===== config.mk =====
export PLATFORM = sky130hd
export DESIGN_NAME = sorting_ctrl_flat
export DESIGN_NICKNAME = d
export VERILOG_FILES = /design/src/rtl/sorting_ctrl_if.sv /design/src/rtl/sorting_ctrl.sv /design/src/flat_wrapper.sv
export SDC_FILE = /design/constraint.sdc
export NUM_CORES = 1
export LEC_CHECK = 0
export ABC_AREA = 1
export CORE_AREA = 2 2 146 148
export DETAILED_ROUTE_END_ITERATION = 10
export DIE_AREA = 0 0 148 150
export GPL_TIMING_DRIVEN = 0
export PLACE_DENSITY = 0.74
export SYNTH_ARGS = -nofsm -noshare
export SYNTH_HDL_FRONTEND = slang
export SYNTH_SLANG_ARGS = --single-unit

===== constraint.sdc =====
create_clock -name clk -period 3.22 [get_ports clk]
set_clock_uncertainty 0.05 [all_clocks]
set_input_delay 0.322 -clock clk [delete_from_list [all_inputs] [get_ports clk]]
set_output_delay 0.322 -clock clk [all_outputs]
set_load 0.01 [all_outputs]

===== src/rtl/sorting_ctrl_if.sv =====
// ---------------------------------------------------------------------------
// sorting_ctrl_if
//
// Record-stream bundle for the sorting-cell batch controller. It carries two
// valid/ready streams:
//   in_*  : unsorted records into the controller (in_last marks batch end)
//   out_* : sorted records out of the controller (out_last marks batch end)
//
// Modports
//   master : the environment side (record source + sorted-record consumer)
//   slave  : the controller side (sorting_ctrl)
//
// Records are 32 bits: priority key [19:12], tiebreak [11:0].
// ---------------------------------------------------------------------------
interface sorting_ctrl_if;
  logic        in_valid;
  logic        in_ready;
  logic [31:0] in_data;
  logic        in_last;

  logic        out_valid;
  logic        out_ready;
  logic [31:0] out_data;
  logic        out_last;

  modport master (
    output in_valid, in_data, in_last, out_ready,
    input  in_ready, out_valid, out_data, out_last
  );

  modport slave (
    input  in_valid, in_data, in_last, out_ready,
    output in_ready, out_valid, out_data, out_last
  );
endinterface


===== src/rtl/sorting_ctrl.sv =====
// ---------------------------------------------------------------------------
// sorting_ctrl
//
// Batch controller for a systolic chain of DEPTH sorting cells. Records
// arrive one per cycle on rec.in_*, are broadcast to the chain through
// cell_en / cell_new_data, and on the batch's last record (or when the chain
// is full) the sorted contents are read back head-first on rec.out_*. The
// chain is then cleared with a one-cycle cell_clear pulse before the next
// batch is accepted.
//
// Parameters
//   DEPTH  number of sorting cells (2..64), also the maximum batch size
//   IDX_W  width of the entry counter and read index
//
// Ports
//   clk, rst        clock, asynchronous active-high reset
//   rec             sorting_ctrl_if.slave: input and output record streams
//   cell_en         insertion strobe to every cell
//   cell_new_data   record broadcast to every cell (0 outside LOAD)
//   cell_clear      registered clear pulse, ORed into the array reset
//   cell_data_bus   concatenated cell data, cell 0 (head) in the low word
//   cell_state_vec  concatenated cell occupancy bits
//   busy            high while settling, draining or clearing
//   trunc           sticky: batch reached DEPTH without in_last
//   err             sticky occupancy mismatch (checker build only)
//
// Build option
//   SORT_CTRL_CHECK_EN  when defined, occupancy is cross-checked against the
//                       entry count in SETTLE and against an empty chain in
//                       the cycle after CLEAR; otherwise err is tied to 0.
// ---------------------------------------------------------------------------
module sorting_ctrl #(
  parameter int DEPTH = 8,
  parameter int IDX_W = $clog2(DEPTH + 1)
) (
  input  logic                  clk,
  input  logic                  rst,
  sorting_ctrl_if.slave         rec,
  output logic                  cell_en,
  output logic [31:0]           cell_new_data,
  output logic                  cell_clear,
  input  logic [DEPTH*32-1:0]   cell_data_bus,
  input  logic [DEPTH-1:0]      cell_state_vec,
  output logic                  busy,
  output logic                  trunc,
  output logic                  err
);

  localparam int                DATA_W    = 32;
  localparam logic [IDX_W-1:0]  LAST_SLOT = IDX_W'(DEPTH - 1);
  localparam logic [IDX_W-1:0]  ONE       = IDX_W'(1);

  typedef enum logic [1:0] {
    S_LOAD,
    S_SETTLE,
    S_DRAIN,
    S_CLEAR
  } state_t;

  state_t             state;
  state_t             state_nxt;
  logic [IDX_W-1:0]   count;
  logic [IDX_W-1:0]   rd_idx;
  logic [IDX_W-1:0]   rd_nxt;
  logic [IDX_W-1:0]   cnt_m1;
  logic               accept;
  logic               out_hs;

  // Mux one cell word out of the concatenated bus; loop form keeps the
  // index width independent of DEPTH.
  function automatic logic [DATA_W-1:0] cell_sel(
    input logic [DEPTH*DATA_W-1:0] bus,
    input logic [IDX_W-1:0]        idx
  );
    logic [DATA_W-1:0] res;
    res = '0;
    for (int i = 0; i < DEPTH; i++) begin
      if (idx == IDX_W'(i)) res = bus[DATA_W*i +: DATA_W];
    end
    return res;
  endfunction

  assign rd_nxt = rd_idx + ONE;
  assign cnt_m1 = count - ONE;

  // State register
  always_ff @(posedge clk or posedge rst) begin
    if (rst) state <= S_LOAD;
    else     state <= state_nxt;
  end

  // Next-state and combinational outputs
  always_comb begin
    state_nxt     = state;
    rec.in_ready  = 1'b0;
    cell_en       = 1'b0;
    cell_new_data = '0;
    busy          = 1'b0;
    accept        = 1'b0;
    out_hs        = 1'b0;
    unique case (state)
      S_LOAD: begin
        // in_ready is withheld while rst is asserted so nothing is taken
        // during reset.
        rec.in_ready  = !rst;
        accept        = rec.in_valid & !rst;
        cell_en       = accept;
        cell_new_data = rec.in_data;
        if (accept && (rec.in_last || count == LAST_SLOT)) state_nxt = S_SETTLE;
      end
      S_SETTLE: begin
        busy      = 1'b1;
        state_nxt = S_DRAIN;
      end
      S_DRAIN: begin
        busy   = 1'b1;
        out_hs = rec.out_valid & rec.out_ready;
        if (out_hs && rec.out_last) state_nxt = S_CLEAR;
      end
      S_CLEAR: begin
        busy      = 1'b1;
        state_nxt = S_LOAD;
      end
      default: state_nxt = S_LOAD;
    endcase
  end

  // Counters, output register and clear pulse
  always_ff @(posedge clk or posedge rst) begin
    if (rst) begin
      count         <= '0;
      rd_idx        <= '0;
      rec.out_valid <= 1'b0;
      rec.out_last  <= 1'b0;
      rec.out_data  <= '0;
      cell_clear    <= 1'b0;
      trunc         <= 1'b0;
    end else begin
      cell_clear <= (state_nxt == S_CLEAR);
      unique case (state)
        S_LOAD: begin
          if (accept) begin
            count <= count + ONE;
            // DEPTH >= 2, so the first slot and the last slot never coincide.
            if (count == '0) trunc <= 1'b0;
            if (count == LAST_SLOT && !rec.in_last) trunc <= 1'b1;
          end
        end
        S_SETTLE: begin
          rec.out_data  <= cell_sel(cell_data_bus, '0);
          rd_idx        <= '0;
          rec.out_valid <= 1'b1;
          rec.out_last  <= (count == ONE);
        end
        S_DRAIN: begin
          if (out_hs) begin
            if (rec.out_last) begin
              rec.out_valid <= 1'b0;
              rec.out_last  <= 1'b0;
            end else if (rd_idx < cnt_m1) begin
              rd_idx       <= rd_nxt;
              rec.out_data <= cell_sel(cell_data_bus, rd_nxt);
              rec.out_last <= (rd_nxt == cnt_m1);
            end
          end
        end
        S_CLEAR: begin
          count <= '0;
        end
        default: ;
      endcase
    end
  end

`ifdef SORT_CTRL_CHECK_EN
  logic             post_clear;
  logic             chk_set;
  logic [IDX_W-1:0] occ;

  function automatic logic [IDX_W-1:0] popcount(input logic [DEPTH-1:0] v);
    logic [IDX_W-1:0] c;
    c = '0;
    for (int i = 0; i < DEPTH; i++) c = c + IDX_W'(v[i]);
    return c;
  endfunction

  assign occ = popcount(cell_state_vec);

  // Occupancy must equal the entry count once the chain has settled, and the
  // chain must read empty in the first cycle after the clear pulse.
  always_comb begin
    chk_set = 1'b0;
    if (state == S_SETTLE && occ != count) chk_set = 1'b1;
    if (post_clear && |cell_state_vec)     chk_set = 1'b1;
  end

  always_ff @(posedge clk or posedge rst) begin
    if (rst) begin
      post_clear <= 1'b0;
      err        <= 1'b0;
    end else begin
      post_clear <= (state == S_CLEAR);
      // A detected fault wins over the first-accept clear in the same cycle.
      if (chk_set)                    err <= 1'b1;
      else if (accept && count == '0) err <= 1'b0;
    end
  end
`else
  logic unused_state;
  assign unused_state = ^cell_state_vec;
  assign err          = 1'b0;
`endif

endmodule

===== src/flat_wrapper.sv =====
// flat-port wrapper written by rule: the top's interface ports become plain ports
module sorting_ctrl_flat 
#(
  parameter int DEPTH = 8,
  parameter int IDX_W = $clog2(DEPTH + 1)
)
  (clk, rst, cell_en, cell_new_data, cell_clear, cell_data_bus, cell_state_vec, busy, trunc, err, rec_in_valid, rec_in_data, rec_in_last, rec_out_ready, rec_in_ready, rec_out_valid, rec_out_data, rec_out_last);
  sorting_ctrl_if rec_i ();
  input  logic clk;
  input  logic rst;
  output logic cell_en;
  output logic [31:0] cell_new_data;
  output logic cell_clear;
  input  logic [DEPTH*32-1:0] cell_data_bus;
  input  logic [DEPTH-1:0] cell_state_vec;
  output logic busy;
  output logic trunc;
  output logic err;
  input wire logic [$bits(rec_i.in_valid)-1:0] rec_in_valid;
  input wire logic [$bits(rec_i.in_data)-1:0] rec_in_data;
  input wire logic [$bits(rec_i.in_last)-1:0] rec_in_last;
  input wire logic [$bits(rec_i.out_ready)-1:0] rec_out_ready;
  output wire logic [$bits(rec_i.in_ready)-1:0] rec_in_ready;
  output wire logic [$bits(rec_i.out_valid)-1:0] rec_out_valid;
  output wire logic [$bits(rec_i.out_data)-1:0] rec_out_data;
  output wire logic [$bits(rec_i.out_last)-1:0] rec_out_last;
  assign rec_i.in_valid = rec_in_valid;
  assign rec_i.in_data = rec_in_data;
  assign rec_i.in_last = rec_in_last;
  assign rec_i.out_ready = rec_out_ready;
  assign rec_in_ready = rec_i.in_ready;
  assign rec_out_valid = rec_i.out_valid;
  assign rec_out_data = rec_i.out_data;
  assign rec_out_last = rec_i.out_last;
  sorting_ctrl #(.DEPTH(DEPTH), .IDX_W(IDX_W)) u_core (.clk(clk), .rst(rst), .rec(rec_i), .cell_en(cell_en), .cell_new_data(cell_new_data), .cell_clear(cell_clear), .cell_data_bus(cell_data_bus), .cell_state_vec(cell_state_vec), .busy(busy), .trunc(trunc), .err(err));
endmodule

Yosys cells after proc, flatten, opt, wreduce, memory -nomap -nowiden. Cells that the tools add are included.

Bits in registers: 46. Input bits: 301. Output and inout port bits: 72. Word-level logic and storage cells: 86.

$add $sub $neg: 3. Magnitude comparators: 1. Equal/unequal tests: 19. Muxes and demuxes: 35. Bitwise gates (word level): 2. Reduce and logical (&&, ||, !) cells: 18.

Operator list (count): 32-bit two-way mux (12); 32-bit case mux with 2 select lines (1); 4-bit by 3-bit equality test with 1-bit output, second input constant (5); 4-bit two-way mux (4); 4-bit case mux with 2 select lines (2); 1-bit two-way mux (11); 4-bit by 1-bit adder with 4-bit output, second input constant (2); 4-bit by 1-bit equality test with 1-bit output, second input constant (2); 4-bit by 2-bit equality test with 1-bit output, second input constant (2); 4-bit logical NOT (2); 2-bit case mux with 4 select lines (1); 2-bit equality test, second input constant (3); 2-bit by 1-bit inequality test with 1-bit output, second input constant (3); 3-bit AND reduction (2); 2-bit nonzero test (3); 4-bit equality test (1); 4-bit less-than comparator (1); 2-bit two-way mux (2); 2-bit inequality test, second input constant (2); 1-bit case mux with 2 select lines (2); 2-bit AND reduction (2); 4-bit AND reduction (1); 4-bit by 1-bit subtractor with 4-bit output, second input constant (1); 1-bit logical AND (3); 6 further kinds (8).

Longest topological paths before layout. Gate-level depths: netlist of run 1.

Depth in word-level cells: 14. Depth in mapped cells: 16. Gate-level depth less buffers: 15.

Least setup slack after synthesis of run 1. OpenSTA, ideal clock, no wires.

Path type: register -> register. Start: register u_core.count[0]. End: register u_core.rec.out_data[0]. Arrival: 2.317 ns. Setup slack: 0.730 ns. Stages on the path, launching flop included: 15. Path buffers: 1. Cells stage by stage: dfrtp_1 > inv_1 > ha_1 > ha_1 > inv_1 > nor2_1 > o21a_1 > o21ai_1 > nand2_1 > nor2_1 > a21oi_2 > inv_2 > clkbuf_1 > or2_2 > a21boi_1.

Longest elaborated chain between the ends: 4.

Ends and longest elaborated chain: start: declaration (RTL line sorting_ctrl.sv:62) `logic [IDX_W-1:0] count;`; start signal: assignment (RTL line sorting_ctrl.sv:143) `count <= count + ONE;`; 4-bit by 1-bit subtractor with 4-bit output (RTL line sorting_ctrl.sv:84) `assign cnt_m1 = count - ONE;`; 4-bit less-than comparator (RTL line sorting_ctrl.sv:160) `end else if (rd_idx < cnt_m1) begin`; 2-bit by 1-bit inequality test with 1-bit output (no source line); 4-bit AND reduction (no source line); end signal: assignment (RTL line sorting_ctrl.sv:150) `rec.out_data <= cell_sel(cell_data_bus, '0);`; end signal: assignment (RTL line sorting_ctrl.sv:162) `rec.out_data <= cell_sel(cell_data_bus, rd_nxt);`; end: declaration (RTL line sorting_ctrl_if.sv:33) `output in_ready, out_valid, out_data, out_last`.

Every way passes these cells. A chain may end at the register's enable or synchronous reset.

Worst setup path after layout of run 1.
Start: register u_core.count[0]. End: register u_core.rec.out_data[7].

The elaborated chain is that of the path after synthesis.

==> results of run 1 <==
## through the flow
step	instance area, um^2	instances	hold WS, ns	utilization	total power [uW]
CTS	10100	1718	0.378	0.490	7640
global route	10200	1718	0.425	0.491	8370
global placement	9930	1709	0.415	0.480	6810
floorplan	5960	1071	0.370	-	4490
detailed placement	9950	1710	0.423	0.481	6890
finish	10200	1720	0.351	0.491	7640
## power breakdown
part	internal [uW]	total [uW]	leakage, uW	switching [uW]
clock	448	724	0.0000940	276
combinational	2450	5890	0.00430	3440
sequential	854	1030	0.000538	178
total	3750	7640	0.00493	3890
## Yosys cell counts
cell / instances / share of area
nor2_1: 39 / 0.025
buf_1: 4 / 0.0025
o21ai_0: 98 / 0.082
xnor2_4: 1 / 0.0046
nand3_1: 47 / 0.039
a211oi_1: 1 / 0.0013
o22ai_1: 1 / 0.0011
nand3_4: 1 / 0.0029
a21boi_1: 27 / 0.034
xor2_1: 2 / 0.0029
nand2_1: 326 / 0.21
clkbuf_1: 42 / 0.026
dfrtp_1: 46 / 0.19
nor2_8: 1 / 0.0034
a21oi_1: 42 / 0.035
nand2_4: 1 / 0.0019
o211ai_1: 1 / 0.0013
nor3_1: 3 / 0.0025
nand4_1: 70 / 0.074
inv_2: 6 / 0.0038
o21ai_1: 7 / 0.0059
or2_0: 2 / 0.0021
or2_1: 8 / 0.0084
nand3_2: 4 / 0.0067
buf_2: 18 / 0.015
inv_1: 216 / 0.14
buf_6: 4 / 0.0076
a31oi_1: 1 / 0.0011
ha_1: 17 / 0.036
conb_1: 1 / 0.00063
nand2_2: 1 / 0.0011
xnor2_1: 2 / 0.0029
buf_4: 2 / 0.0025
a21oi_2: 1 / 0.0015
o41ai_1: 1 / 0.0015
or2_2: 26 / 0.027
o21a_1: 1 / 0.0013
## flip-flops by register name (all words and copies together), names as in the netlist
name                  count
u_core.trunc              1
u_core.cell_clear         1
u_core.count              4
u_core.rd_idx             4
u_core.rec.out_valid      1
u_core.rec.out_data      32
u_core.state              2
u_core.rec.out_last       1
## logic make-up (layout without fill, tap and decap cells)
family                   count (synthesis)  in the layout
flip-flops                              46             46
AND/OR/NAND/NOR                        529            529
AO/OA/AOI/OAI                          181            181
other                                    1              3
adder cells (fa/ha/maj)                 17             17
XOR/XNOR                                 5              5
buffers and inverters                  292            664
## area by class of cell
class | instances | area [um^2]
fillers | 2115 | 10500
multi-input cells | 733 | 3660
repair buffers | 364 | 3650
flip-flops and latches | 46 | 1150
inverters | 222 | 833
well taps | 275 | 344
plain buffers | 70 | 327
clock buffers | 5 | 125
clock inverters | 3 | 68.8
diodes | 2 | 5.00
## worst max-delay path by stage
stage | end | from | depth (start not counted) | slack (ns)
2_1_floorplan | u_core.rec.out_data[0] | u_core.count[0] | 14 | 0.73
3_3_place_gp | u_core.rec.out_data[0] | u_core.state[0] | 9 | 0.07
3_5_place_dp | u_core.rec.out_data[7] | u_core.state[0] | 9 | 0.03
4_1_cts | u_core.rec.out_data[7] | u_core.state[0] | 9 | 0.007
5_1_grt | u_core.rec.out_data[2] | u_core.count[0] | 13 | 0.03
6_report | u_core.rec.out_data[7] | u_core.count[0] | 14 | 0.23
## worst reg2reg max path: cells and delay by family, from the launching register on
| kind | cells | cell delay, ns |
|---|---|---|
| compound gates | 4 | 0.63 |
| buf+inv | 4 | 0.62 |
| fa+ha+maj | 2 | 0.61 |
| simple gates | 4 | 0.56 |
| flops | 1 | 0.40 |
## routing by layer
layer | vias up | part of all wire | GRT usage
met2 | 421 | 0.50 | 0.494
met1 | 3805 | 0.39 | 0.321
met3 | 61 | 0.080 | 0.0518
li1 | 4069 | - | -
met4 | 0 | 0.035 | 0.102
met5 | - | 0 | 0
==> impl_metrics.tcl, run 1 <==
set metrics [dict create \
    status "completed" \
    synth_top_family_by_area "simple AND/OR/NAND/NOR gates" \
    fp-row-count 53 \
    cts_made_buffers 5 \
    final_layout_size_suffix_gt1_frac 0.0547 \
    leakagePower_uw 0.00493 \
    grt_max_degree 26 \
    maxCapViolations 0 \
    final_cell_mix "clkdlybuf4s50_1 (363), nand2_1 (326), inv_1 (215)" \
    hold_path_class "input pin to asynchronous set/reset pin" \
    synth_cells 1071 \
    wirelength_um 31700 \
    yosys.area_share.adder 0.0357 \
    slew_headroom 0.451 \
    cts_buffer_depth 2 \
    ir_drop_uv 379 \
    clk_latency_ns 0.31 \
    syn_area_per_cell_um2 5.56 \
    grt_pass1_wl_um 45900 \
    hold_buffers 0 \
    path_clk_slew_ns 0.08 \
    synth_cell_types 37 \
    htree_levels 2 \
    cts_tree "done" \
    period_share 0.928 \
    critPathKind "flip-flop to flip-flop" \
    dieArea_mm2 0.0222 \
    grt_use_total 0.273 \
    die_h_um 150 \
    place_ws_ns 0.0336 \
    io_buffers 363 \
    grt_overflow 0 \
    yosysWarnings 0 \
    setup-tns-final_ns 0 \
    drt_iter0_markers 485 \
    synthMuxAreaShare 0 \
    synth-seq-cells 46 \
    r2r_slack_ns 0.23 \
    reg2reg_from "u_core.count[0]" \
    drc 0 \
    ant_nets 0 \
    hpwl_um 25500 \
    synth.yosys.seq_area_share 0.193 \
    core_mm2 0.0207 \
    dr.pass1.iters 5 \
    synthSimpleGateAreaFrac 0.399 \
    setup.worst_path.start_class "flip-flop" \
    layout_commonest_cell "clkdlybuf4s50_1" \
    setup_slack_ns 0.232 \
    viasPerCell 4.86 \
    slowest_stage "dfrtp_1" \
    cts-resized-gates 0 \
    yosys.area_share.xor_xnor 0.0105 \
    place_congestion 0.919 \
    syn_nets 1389 \
    hold_viol 0 \
    ctsRootBufferMaster "clkbuf_16" \
    finalSetupViolations 0 \
    syn2layout_area_growth_pct 70.7 \
    wl_per_cell_um 18.4 \
    r2r_end "u_core.rec.out_data[7]" \
    fin_crit_ns 2.99 \
    cts.sinks 46 \
    grt_pass1_vias 8051 \
    reg2reg_depth 14 \
    critPathCaptureType "flip-flop" \
    layout.nets 1760 \
    dr_total_vias 8356 \
    arrival_ns 3.13 \
    die_x_um 148 \
    rsz0062_at_grt "no" \
    maxSlewViolCount 0 \
    max_clock_freq_mhz 335 \
    cp_top_family "compound AO/OA/AOI/OAI gates" \
    cts_setup_buffers 0 \
    cp.required_ns 3.36 \
    path_max_fanout 10 \
    netlist_area_mm2 0.00596 \
    slowest_delay_ns 0.40 \
    path_cells "inv_1, ha_1, ha_1, inv_1, nor2_1, o21a_1, o21ai_1, nand2_1, nor2_1, a21oi_4, inv_2, clkbuf_2, or2_2, a21boi_1" \
    antenna_found_initial 2 \
    p_per_area_mw_per_mm2 752 \
    ios 373 \
    tightest_slew_ns 0.823 \
    synth_compound_area_frac 0.166 \
    cp.buffers_inverters 4 \
    start_util 0.288 \
]
No activity file was read; power rests on OpenSTA's default activity.
==> run 2: changes to the inputs <==
--- a/config.mk
+++ b/config.mk
@@ -9,7 +9,9 @@
 export CORE_AREA = 2 2 146 148
 export DETAILED_ROUTE_END_ITERATION = 10
 export DIE_AREA = 0 0 148 150
+export GPL_ROUTABILITY_DRIVEN = 0
 export GPL_TIMING_DRIVEN = 0
+export HOLD_SLACK_MARGIN = 0.1
 export PLACE_DENSITY = 0.74
 export SYNTH_ARGS = -nofsm -noshare
 export SYNTH_HDL_FRONTEND = slang
==> run 2 against run 1 <==
Cell area shrank 0.32%; critical path depth unchanged; count of clock-buffer cells in the layout increased by 1; clock power fell by 14%; via count decreased by 0.16%; sequential share of layout area barely moved; cell count down 0.12%; core utilization shrank 0.16 points; register-to-register slack about the same; critical endpoint is now u_core.rec.out_data[9].
==> impl_metrics.tcl, run 2 (same netlist as run 1, synthesis figures left out) <==
set metrics [dict create \
    status "completed" \
    cts-resized-gates 0 \
    hold_viol 0 \
    ios 373 \
    max_clock_freq_mhz 334 \
    setup-tns-final_ns 0 \
    cts_buffer_depth 2 \
    dr.pass1.iters 7 \
    dieArea_mm2 0.0222 \
    place_ws_ns 0.0627 \
    regArea_mm2 0.00115 \
    wl_per_cell_um 18.2 \
    clk_latency_ns 0.30 \
    setup.worst_path.start_class "flip-flop" \
    p_per_area_mw_per_mm2 745 \
    num_antenna_cells 0 \
    reg.largest.list "u_core.rec.out_data x32, u_core.count x4, u_core.rd_idx x4" \
    grt_max_degree 27 \
    die_x_um 148 \
    dr_total_vias 8343 \
    fin_area_mm2 0.0101 \
    cp.required_ns 3.38 \
    cts_tree "done" \
    tightest_slew_ns 0.851 \
    hold_buffers 0 \
    grt_pass1_vias 7890 \
    die_h_um 150 \
    drt_iter0_markers 411 \
    final_layout_size_suffix_gt1_frac 0.0541 \
    viasPerCell 4.86 \
    fp-row-count 53 \
    period_share 0.929 \
    place_area_mm2 0.00995 \
    cts_setup_buffers 0 \
    top_register "u_core.rec.out_data" \
    multi_input_area_mm2 0.00366 \
    core_mm2 0.0207 \
    slowest_stage "dfrtp_1" \
    wirelength_um 31300 \
    path_max_fanout 10 \
    hold_path_class "input pin to asynchronous set/reset pin" \
    hpwl_um 25400 \
    htree_levels 2 \
    layout.nets 1760 \
    antenna_found_initial 1 \
    grt_pass1_wl_um 45000 \
    start_util 0.288 \
    layout_commonest_cell "clkdlybuf4s50_1" \
    rsz0062_at_grt "no" \
    fill_cells 2125 \
    total_power_uw 7550 \
    io_buffers 363 \
    path_cells "inv_1, ha_1, ha_1, inv_1, nor2_1, o21a_1, o21ai_1, nand2_1, nor2_1, a21oi_4, inv_2, clkbuf_2, or2_2, a21boi_1" \
    arrival_ns 3.15 \
    maxCapViolations 0 \
    cts_made_buffers 5 \
    critPathCaptureType "flip-flop" \
    largest_reg_flops 32 \
    slew_headroom 0.433 \
    fin_crit_ns 2.99 \
    path_clk_slew_ns 0.07 \
    grt_overflow 0 \
    critPathKind "flip-flop to flip-flop" \
    ant_nets 0 \
    leakagePower_uw 0.00491 \
    syn2layout_area_growth_pct 70.1 \
    final_cell_mix "clkdlybuf4s50_1 (363), nand2_1 (326), inv_1 (215)" \
    finalSetupViolations 0 \
    drc 0 \
    r2r_slack_ns 0.23 \
    maxSlewViolCount 0 \
    slowest_delay_ns 0.41 \
    grt_use_total 0.268 \
    ctsRootBufferMaster "clkbuf_16" \
    setup_slack_ns 0.230 \
    ir_drop_uv 279 \
    cts.sinks 46 \
]
## run 2: path summary, 6_finish.rpt
check	from	end	cells past startpoint
max reg2reg	u_core.count[0]	u_core.rec.out_data[9]	14
max in group asynchronous	rst	u_core.rec.out_data[13]	3
min reg2reg	u_core.rec.out_data[24]	u_core.rec.out_data[24]	2
max	u_core.count[0]	u_core.rec.out_data[9]	14
min in group clk	u_core.rec.out_data[24]	u_core.rec.out_data[24]	2
min	rst	u_core.trunc	2
## run 2: where the power goes
part	leakage, uW	total (uW)	internal, uW	switching [uW]
clock network	0.0000771	621	368	253
logic	0.00430	5900	2450	3450
registers	0.000538	1030	854	177
total	0.00491	7550	3670	3880
## run 2: cell type report
type                       count  area share
inverter                     222      0.0823
clock buffer                   6      0.0127
tap                          275      0.0340
clock inverter                 2     0.00371
buffer                        70      0.0322
timing repair buffer         364       0.361
sequential                    46       0.114
multi-input combinational    733       0.361
## run 2: layer usage
layer	vias up	track usage	wire, um
met5	-	0	0
li1	4073	-	-
met1	3737	0.317	11800
met3	76	0.0509	2800
met4	0	0.103	1240
met2	457	0.480	15400
## run 2: worst max-delay path: cells and delay by family (launching register included)
family | cells | cell delay, ns
adders and majority gates | 2 | 0.62
buffers and inverters | 4 | 0.67
and+or+nand+nor | 4 | 0.55
DFF | 1 | 0.41
AOI/OAI and AO/OA | 4 | 0.59
## run 2: per-stage QoR
stage | hold WS [ns] | utilization | instances
2_1_floorplan | 0.370 | - | 1071
3_3_place_gp | 0.415 | 0.480 | 1709
3_5_place_dp | 0.428 | 0.481 | 1710
4_1_cts | 0.367 | 0.489 | 1718
5_1_grt | 0.400 | 0.490 | 1718
6_report | 0.355 | 0.490 | 1718
==> edit 1: new RTL, flow settings as in run 2 <==
One comparison of `count` changes from == to >=.
--- a/src/rtl/sorting_ctrl.sv
+++ b/src/rtl/sorting_ctrl.sv
@@ -143,7 +143,7 @@
             count <= count + ONE;
             // DEPTH >= 2, so the first slot and the last slot never coincide.
             if (count == '0) trunc <= 1'b0;
-            if (count == LAST_SLOT && !rec.in_last) trunc <= 1'b1;
+            if (count >= LAST_SLOT && !rec.in_last) trunc <= 1'b1;
           end
         end
         S_SETTLE: begin
Behaviour: same outputs for any inputs over 4 cycles, from zero or initial values and one cycle with rst high; that may be too few to reach the edited logic, so the function may still have changed.
==> edit 1 against run 2 <==
- die area unchanged
- utilization decreased by 0.17 points
- count of clock-buffer cells in the layout decreased by 1
- via count down 2.9%
- power decreased by 2.0%
- first-iteration DRC count grew 14%
- area after synthesis fell by 0.78%
- global-route usage shrank 1.4 points
- cell area shrank 0.35%
- sequential cell count unchanged
- non-clock buffer count stayed put
- wire length down 5.6%
- setup slack improved by 0.076 ns
- largest cell class unchanged
- highest routed layer unchanged
==> edit 1: results (changes against run 2) <==
| Metric | Value |
|---|---|
| Pin count of the biggest net entering global routing | 32 (was 27) |
| VDD IR max | 0.000344 V (was 0.000279 V) |
| Slew HR | 55.0% (was 43.3%) |
| Reg2Reg Setup Slack | 0.32 ns (was 0.23 ns) |
| Largest fanout on the critical path | 10 (unchanged) |
| Fillers | 2150 (was 2125) |
| Share of cells above drive strength 1 | 5.63% (was 5.41%) |
| Post-synthesis cell count | 1067 (was 1071) |
| Routed vias/inst | 4.72 (was 4.86) |
| Total GRT Usage | 25.4% (was 26.8%) |
| Vias in the first global route | 7873 (was 7890) |
| Net Sw Frac | 50.6% (was 51.4%) |
| Status | finished clean (unchanged) |
| First-pass detailed-route iteration total | 5 (was 7) |
| DRT iter0 DRCs | 469 (was 411) |
| Htree depth | 2 (unchanged) |
| Met1 WL | 11700 microns (was 11800 microns) |
| Setup violators final | 0 (unchanged) |
| Synth top area cells | dfrtp_1 19%, nand2_1 17%, inv_1 16% (was nand2_1 21%, dfrtp_1 19%, inv_1 14%) |
| Final Net Count | 1757 (was 1760) |
| Antenna diode count | 0 (unchanged) |
| Root Buffer | clkbuf_16 (unchanged) |
| Seq/Total Area, Yosys | 19.5% (was 19.3%) |
| Routed wire length | 29500 microns (was 31300 microns) |
| First-pass GRT wire length | 42900 microns (was 45000 microns) |
| WP data arrival | 2.54 ns (was 3.15 ns) |
| Metal3 WL | 2390 microns (was 2800 microns) |
| Post-DP HPWL | 24100 microns (was 25400 microns) |
| IO buf count | 363 (unchanged) |
| Met2 wire len | 14700 microns (was 15400 microns) |
| Post-synthesis net count | 1385 (was 1389) |
| Cell variety after synth | 33 (was 37) |
| LEAKAGE | 4.87 nW (was 4.91 nW) |
| Critical Path Source | u_core.state[0] (was u_core.count[0]) |
| Biggest regs | u_core.rec.out_data: 32 flops, u_core.count: 4 flops, u_core.rd_idx: 4 flops (unchanged) |
| Wire length per cell | 17.2 microns (was 18.2 microns) |
| Inserted Clock Buffers | 5 (unchanged) |
| Most common library cells after synthesis | 271 x nand2_1, 247 x inv_1, 138 x o21ai_0 (was 326 x nand2_1, 216 x inv_1, 98 x o21ai_0) |
| Initial antenna violation count | 0 (was 1) |
| Post-Place Cells | 1706 (was 1710) |
| Worst-path clk slew | 0.08 ns |
==> edit 1: metrics by stage <==
stage | hold WS [ns] | worst slack, ns | total power (W) | instance area, sq um
after global placement | 0.449 | 0.163 | 0.00664 | 9890
after floorplan | 0.369 | 0.859 | 0.00438 | 5910
after detailed placement | 0.456 | 0.127 | 0.00672 | 9910
final | 0.294 | 0.306 | 0.00740 | 10100
after CTS | 0.299 | 0.110 | 0.00738 | 10100
after global routing | 0.330 | 0.0320 | 0.00811 | 10100
==> edit 1: repair_timing <==
item,in CTS,in global routing
setup buffers,0,1
setup endpoints to repair,0,30
gates resized for setup,0,8
==> edit 1: critical path, cell delays in order (launching register included) <==
cell and delay [ns]:
dfrtp_1 0.41, inv_1 0.16, ha_1 0.16, clkbuf_1 0.32, clkbuf_1 0.39, nand2_1 0.17, inv_1 0.08, clkdlybuf4s50_1 0.53
==> edit 1: layout make-up <==
cell class / instances / share of cell area, %
Buffer: 69 / 3.05
Sequential cell: 46 / 11.4
Timing Repair Buffer: 365 / 36.3
Inverter: 250 / 9.33
Tap cell: 275 / 3.41
Multi-Input combinational cell: 702 / 34.9
Clock buffer: 5 / 1.24
Clock inverter: 3 / 0.434
==> edit 1: cells by family after synthesis <==
kind of cell | after synthesis | share of synthesized area (%)
AND/OR/NAND/NOR | 466 | 35.4
adder cells (fa/ha/maj) | 17 | 3.60
AO/OA/AOI/OAI | 213 | 19.6
other | 1 | 0.0635
buffers and inverters | 319 | 21.0
flip-flops | 46 | 19.5
XOR/XNOR | 5 | 0.868
==> edit 1: worst paths after layout <==
check / endpoint / cells past startpoint
setup reg to reg: u_core.rec.out_data[31] / 16
hold / removal: u_core.rec.out_data[24] / 2
setup / recovery: cell_new_data[9] / 7
hold reg to reg: u_core.trunc / 2
max in group asynchronous: u_core.rec.out_data[13] / 3
min in group clk: u_core.trunc / 2
==> edit 1: routing by layer <==
| layer | track usage [%] | vias up |
|---|---|---|
| met2 | 46.3 | 365 |
| li1 | - | 4055 |
| met4 | 7.33 | 0 |
| met1 | 29.6 | 3633 |
| met3 | 5.73 | 45 |
| met5 | 0 | - |
==> edit 1: power groups by stage <==
stage | registers [W] | logic, W | clock network [W]
floorplan | 0.00111 | 0.00327 | 0
global placement | 0.00101 | 0.00562 | 0
detailed placement | 0.00103 | 0.00568 | 0
CTS | 0.00103 | 0.00571 | 0.000641
global route | 0.00106 | 0.00639 | 0.000663
finish | 0.00103 | 0.00573 | 0.000633
==> edit 2: new RTL, settings of run 2 <==
Without the edit above. `DEPTH` is set to 8 in 2 places; all go to 4.
--- a/src/rtl/sorting_ctrl.sv
+++ b/src/rtl/sorting_ctrl.sv
@@ -30,7 +30,7 @@
 //                       the cycle after CLEAR; otherwise err is tied to 0.
 // ---------------------------------------------------------------------------
 module sorting_ctrl #(
-  parameter int DEPTH = 8,
+  parameter int DEPTH = 4,
   parameter int IDX_W = $clog2(DEPTH + 1)
 ) (
   input  logic                  clk,
--- a/src/flat_wrapper.sv
+++ b/src/flat_wrapper.sv
@@ -1,7 +1,7 @@
 // flat-port wrapper written by rule: the top's interface ports become plain ports
 module sorting_ctrl_flat 
 #(
-  parameter int DEPTH = 8,
+  parameter int DEPTH = 4,
   parameter int IDX_W = $clog2(DEPTH + 1)
 )
   (clk, rst, cell_en, cell_new_data, cell_clear, cell_data_bus, cell_state_vec, busy, trunc, err, rec_in_valid, rec_in_data, rec_in_last, rec_out_ready, rec_in_ready, rec_out_valid, rec_out_data, rec_out_last);
Interface: changed (resized cell_data_bus and cell_state_vec); port bits go from 373 to 241. The function was not compared with the original's and may differ.
==> edit 2 against run 2 <==
- wire length down 39%
- setup slack gained 0.27 ns
- worst hold slack got worse by 0.050 ns
- via count decreased by 30%
- area after synthesis is 25% lower
- sequential cell count decreased by 2
- register-to-register slack improved by 0.68 ns
- power decreased by 16%
- utilization fell by 14 points
- first-iteration DRC count is 26% lower
- cell area down 28%
- largest cell class unchanged
- highest routed layer unchanged
==> edit 2: results (changes against run 2) <==
| Metric | Value |
|---|---|
| Most common library cells after synthesis | 342 x nand2_1, 144 x inv_1, 137 x nand3_1 (was 326 x nand2_1, 216 x inv_1, 98 x o21ai_0) |
| Met1 global-route usage | 21.5% (was 31.7%) |
| Synth Area in XOR/XNOR | 0% (was 1.05%) |
| R2R depth | 11 (was 14) |
| Non-filler cells, final | 1324 (was 1718) |
| Clk network pwr share | 8.7% (was 8.2%) |
| Critical R2R Launch | u_core.rd_idx[1] (was u_core.count[0]) |
| Least-Margin Pin Slew | 0.679 ns (was 0.851 ns) |
| Met2 GRT Util | 27.5% (was 48.0%) |
| Status | finished clean (unchanged) |
| Reg2Reg Setup Slack | 0.91 ns (was 0.23 ns) |
| M3 GR Usage | 4.18% (was 5.09%) |
| Fillers | 2225 (was 2125) |
| Synth top area cells | nand2_1 29%, dfrtp_1 25%, nand3_1 15% (was nand2_1 21%, dfrtp_1 19%, inv_1 14%) |
| Vias in the first global route | 5526 (was 7890) |
| Post-synthesis net count | 991 (was 1389) |
| Met1 WL | 8210 microns (was 11800 microns) |
| LEAKAGE | 4.02 nW (was 4.91 nW) |
| Total GRT Usage | 16.8% (was 26.8%) |
| Adder-cell share of the synthesized area | 5.07% (was 3.57%) |
| Seq/Total Area, Yosys | 24.8% (was 19.3%) |
| Routed vias/inst | 4.40 (was 4.86) |
| DP Area | 7160 sq um (was 9950 sq um) |
| Cell Int Power | 0.00306 W (was 0.00367 W) |
| IO buf count | 235 (was 363) |
| Cell variety after synth | 21 (was 37) |
| Mean Syn Cell Area | 5.53 sq um (was 5.56 sq um) |
| Met2 wire len | 8610 microns (was 15400 microns) |
| First-pass detailed-route iteration total | 5 (was 7) |
| Critical path's largest stage delay | 0.55 ns (was 0.41 ns) |
| Final Net Count | 1234 (was 1760) |
| Post-DP HPWL | 14800 microns (was 25400 microns) |
[edit 2: final cells by class]
| cell class | instances | area (sq um) | area share, % |
|---|---|---|---|
| Antenna cell | 1 | 2.50 | 0.0342 |
| Buffer | 52 | 275 | 3.76 |
| Clock buffer | 6 | 139 | 1.90 |
| Clock inverter | 2 | 15.0 | 0.205 |
| Inverter | 146 | 548 | 7.49 |
| Multi-Input combinational cell | 562 | 2520 | 34.4 |
| Sequential cell | 44 | 1100 | 15.0 |
| Tap cell | 275 | 344 | 4.70 |
| Timing Repair Buffer | 236 | 2370 | 32.4 |
[edit 2: worst max-delay path by stage]
stage                          startpoint           endpoint  slack (ns)
after floorplan           u_core.count[0]   u_core.rd_idx[0]        1.36
after global placement                rst  u_core.cell_clear        0.35
after detailed placement  u_core.state[0]            cell_en        0.76
after CTS                 u_core.state[0]            cell_en        0.41
after global routing      u_core.state[0]            cell_en        0.32
final                     u_core.state[0]            cell_en        0.50
